--- src/rtl/wb_sequencer.sv ---
// Y86 write-back sequencer: serialises the E and M register writes of one retiring
// instruction onto a single register-file port. Optional WB_SAME_DST_MERGE_EN drops the E write when it targets the same register as the M write.
module wb_sequencer (
    input  logic        clock,
    input  logic        reset_n,
    input  logic        in_valid,
    output logic        in_ready,
    input  logic [3:0]  in_code,
    input  logic        cnd,
    input  logic [3:0]  ra,
    input  logic [3:0]  rb,
    input  logic [63:0] val_e,
    input  logic [63:0] val_m,
    output logic        rf_we,
    output logic [3:0]  rf_addr,
    output logic [63:0] rf_data,
    output logic        wb_done,
    output logic        inv_code
);

    localparam logic [3:0] REG_NONE = 4'hF;
    localparam logic [3:0] REG_RSP  = 4'h4;

    typedef enum logic [1:0] {IDLE, WR_E, WR_M, DONE} state_t;

    state_t      state;
    state_t      next_state;
    logic        accept;
    logic        skip_e;
    logic [3:0]  dst_e;
    logic [3:0]  dst_m;
    logic [3:0]  dst_e_q;
    logic [3:0]  dst_m_q;
    logic [63:0] val_e_q;
    logic [63:0] val_m_q;

    assign in_ready = (state == IDLE);
    assign accept   = in_valid && in_ready;

    always_comb begin
        dst_e = REG_NONE;
        dst_m = REG_NONE;
        case (in_code)
            4'h2:                      dst_e = cnd ? rb : REG_NONE;
            4'h3, 4'h6:                dst_e = rb;
            4'h8, 4'h9, 4'hA:          dst_e = REG_RSP;
            4'hB: begin
                dst_e = REG_RSP;
                dst_m = ra;
            end
            4'h5:                      dst_m = ra;
            default: begin
                dst_e = REG_NONE;
                dst_m = REG_NONE;
            end
        endcase
    end

`ifdef WB_SAME_DST_MERGE_EN
    // The M write lands last anyway, so an E write to the same register is redundant.
    assign skip_e = (dst_e == dst_m) && (dst_m != REG_NONE);
`else
    assign skip_e = 1'b0;
`endif

    always_ff @(posedge clock or negedge reset_n) begin
        if (!reset_n) begin
            state    <= IDLE;
            dst_e_q  <= REG_NONE;
            dst_m_q  <= REG_NONE;
            val_e_q  <= '0;
            val_m_q  <= '0;
            inv_code <= 1'b0;
        end else begin
            state <= next_state;
            if (accept) begin
                dst_e_q <= dst_e;
                dst_m_q <= dst_m;
                val_e_q <= val_e;
                val_m_q <= val_m;
                if (in_code > 4'hB)
                    inv_code <= 1'b1;
            end
        end
    end

    always_comb begin
        next_state = state;
        rf_we      = 1'b0;
        rf_addr    = REG_NONE;
        rf_data    = '0;
        wb_done    = 1'b0;
        case (state)
            IDLE: begin
                if (accept) begin
                    if (dst_e != REG_NONE && !skip_e)
                        next_state = WR_E;
                    else if (dst_m != REG_NONE)
                        next_state = WR_M;
                    else
                        next_state = DONE;
                end
            end
            WR_E: begin
                rf_we      = 1'b1;
                rf_addr    = dst_e_q;
                rf_data    = val_e_q;
                next_state = (dst_m_q != REG_NONE) ? WR_M : DONE;
            end
            WR_M: begin
                rf_we      = 1'b1;
                rf_addr    = dst_m_q;
                rf_data    = val_m_q;
                next_state = DONE;
            end
            DONE: begin
                wb_done    = 1'b1;
                next_state = IDLE;
            end
            default: next_state = IDLE;
        endcase
    end

endmodule

--- config.mk ---
export PLATFORM = sky130hd
export DESIGN_NAME = wb_sequencer
export DESIGN_NICKNAME = d
export VERILOG_FILES = /design/src/rtl/wb_sequencer.sv
export SDC_FILE = /design/constraint.sdc
export NUM_CORES = 1
export LEC_CHECK = 0
export ABC_CLOCK_PERIOD_IN_PS = 3100
export BUFFER_PORTS_ARGS = -buffer_cell sky130_fd_sc_hd__buf_2
export CAP_MARGIN = 20
export CORE_MARGIN = 2
export CORE_UTILIZATION = 54
export DETAILED_ROUTE_END_ITERATION = 6
export GPL_TIMING_DRIVEN = 0
export PLACE_DENSITY = 0.84
export SLEW_MARGIN = 20
export SYNTH_ARGS = -nofsm -noshare
export SYNTH_HDL_FRONTEND = slang
export SYNTH_SLANG_ARGS = --single-unit
--- constraint.sdc ---
create_clock -name clock -period 3.1 [get_ports clock]
set_input_delay 0.31 -clock clock [delete_from_list [all_inputs] [get_ports clock]]
set_output_delay 0.31 -clock clock [all_outputs]
set_load 0.1 [all_outputs]
==> results.md <==
- Ant. Diodes: 0
- Main flop type after synthesis: dfrtp_1
- Post-DRT Antenna Nets: 0
- Startpoint Class: flop
- Register bit count reported by yosys: 139
- Share of cells above drive strength 1: 33.56%
- CTS H-Tree Depth: 4
- Boundary pin count: 216
- Antenna violations before repair: 0
- Placed cell area: 7838 um2
- FFs w/ async S/R, synth: 100.0%
- Relative slew slack: 55.15%
- Remaining DRCs: 0
- Chip Height: 112.7 um
- DP Wirelength: 13,660 um
- Die W: 112.7 um
- Dominant cell type by area after synthesis: dfrtp_1
- Clock root cell: clkbuf_16
- Mean post-synth cell area: 8.390 um2
- DR vias/cell: 5.357
- Fmax achieved: 336.8 MHz
- Overall global routing resource usage: 31.69%
- Longest Clk Path Bufs: 2
- DR vias: 6,177
- Synth area leaders: dfrtp_1 51%, nand2_1 23%, a22oi_1 8.0%, nor2b_1 6.3%, dfstp_2 3.3%
- Rows: 39
- Pre-CTS WS: 0.3364 ns
- Post-Syn Instances: 761
- Setup Skew: 0.004641 ns
- Starting DRC count in detailed routing: 396
- Core ar.: 11,470 um2
- Crit share post-route: 95.78%
- Buffers on Ports: 215
- Min-delay worst type: in -> reg
- Largest net degree at the start of global routing: 84
- Cell variety after synth: 28
- Kind of critical path: reg -> out
- Syn nets: 909
- CTS tree: done
- Final Hold Viols: 0
- Pre-antenna DRT Iters: 5
- Yosys warnings: 0
- Finished Cell Area: 8447 um2
- Die area: 12,710 um2
- Starting Density: 55.68%
- Num CTS Buffers: 17
- Core Util, Final: 73.66%
- EDFF count, synth: 0
- Setup ws final: 0.1308 ns
- Final nets: 1,145
- Final wirelength: 19,560 um
- WP data required: 2.79 ns
- First-pass GRT wire length: 30,640 um
- Max Cap Viol: 0
- # Post-CTS Setup Buffers: 0
- Clock sinks: 139
- Grt ovf: 0
- RSZ-0062 raised after global routing: false
- Setup TNS: 0 ns
- Finish-stage setup viols: 0
- Vias in the first global route: 6,036
- Commonest non-fill, non-tap cell in the layout: nand2_1
- Register area share after synthesis: 54.63%
- Wire per inst: 16.96 um
- Crit end category: output pin
- Mapped cell area: 6385 um2
- Worst skew pair latency: 0.42 ns
- Yosys top cell area share: 51.34%
- Area grow syn2layout: 32.29%
- Most frequent cells in the layout: 394 x nand2_1, 232 x buf_2, 131 x dfrtp_1
- R2R cell count: 7
- Arr. time, crit path: 2.66 ns
- Status: complete, no violations
- CP Max Fanout: 10
- WHS Path Cells: 3
- Fillcell total: 892
- Min Tclk post-route: 2.969 ns
- Worst-Margin Slew: 0.6728 ns
- Placer Congestion: 0.8520
- Final Max Tran Viols: 0
- Clk slew on worst S/H paths: 0.06 ns
==> area by class of cell <==
cell class / instances / area, um2 / share of cell area, %
Inverter: 4 / 15.01 / 0.1778
Buffer: 53 / 225.2 / 2.666
Sequential cell: 139 / 3488 / 41.30
Multi-Input combinational cell: 565 / 2823 / 33.42
Clock inverter: 6 / 83.83 / 0.9924
Tap cell: 143 / 178.9 / 2.118
Timing Repair Buffer: 217 / 1124 / 13.30
Clock buffer: 26 / 509.2 / 6.029
==> cells by family after synthesis <==
logic type               count (synthesis)  synth area share, %
adder cells (fa/ha/maj)                  4               0.7839
AO/OA/AOI/OAI                           92                10.44
AND/OR/NAND/NOR                        469                30.47
flip-flops                             139                54.63
buffers and inverters                   57                3.665
==> synth_stat cells (all sizes together), types with 2 or more instances <==
cell	n
a21oi	2
a22oi	68
a31oi	3
and2	2
buf	18
clkbuf	35
dfrtp	131
dfstp	8
ha	4
inv	4
nand2	394
nor2	2
nor2b	64
o21ai	9
o22a	4
o22ai	2
==> routing by layer <==
layer	routed length (um)	global-route usage, %
met1	7989	41.30
met2	9440	51.06
met3	1592	8.034
met4	533	13.17
met5	0	0
==> sequential cells by signal, summed over array words and instances, names as in the netlist <==
| signal | flops |
|---|---|
| val_e_q | 64 |
| val_m_q | 64 |
| dst_e_q | 4 |
| dst_m_q | 4 |
| state | 2 |
| inv_code | 1 |
==> path summary, 6_finish.rpt <==
check | from | end | slack, ns
hold reg to reg | dst_e_q[2] | dst_e_q[2] | 0.47
setup / recovery | state[1] | rf_data[5] | 0.13
min in group asynchronous | reset_n | val_e_q[20] | 0.39
hold / removal | val_m[59] | val_m_q[59] | 0.07
max in group asynchronous | reset_n | dst_m_q[3] | 1.94
setup reg to reg | state[0] | val_e_q[9] | 0.86
==> metrics by stage <==
step / hold WS, ns / instances
3_5_place_dp: 0.2557 / 1120
5_1_grt: 0.06095 / 1153
4_1_cts: 0.06048 / 1153
3_3_place_gp: 0.4573 / 1119
6_report: 0.06735 / 1153
2_1_floorplan: 0.01441 / 761
==> critical path: stages (launching register included) <==
cell and delay (ns):
dfrtp_1 0.40, inv_1 0.11, ha_1 0.15, clkbuf_1 0.20
buf_2 0.30, buf_2 0.34, a22oi_1 0.14, nor2b_2 0.15
buf_2 0.44
==> repair_timing <==
item / 4_1_cts / 5_1_grt
setup endpoints to repair: 13 / 3
hold buffers: 1 / 0
hold endpoints to repair: 56 / 0
gates resized for setup: 3 / 4
gates cloned: 0 / 0
Power is not shown: default switching activity piles up to over one toggle a cycle in this logic, so the estimate is an artifact.
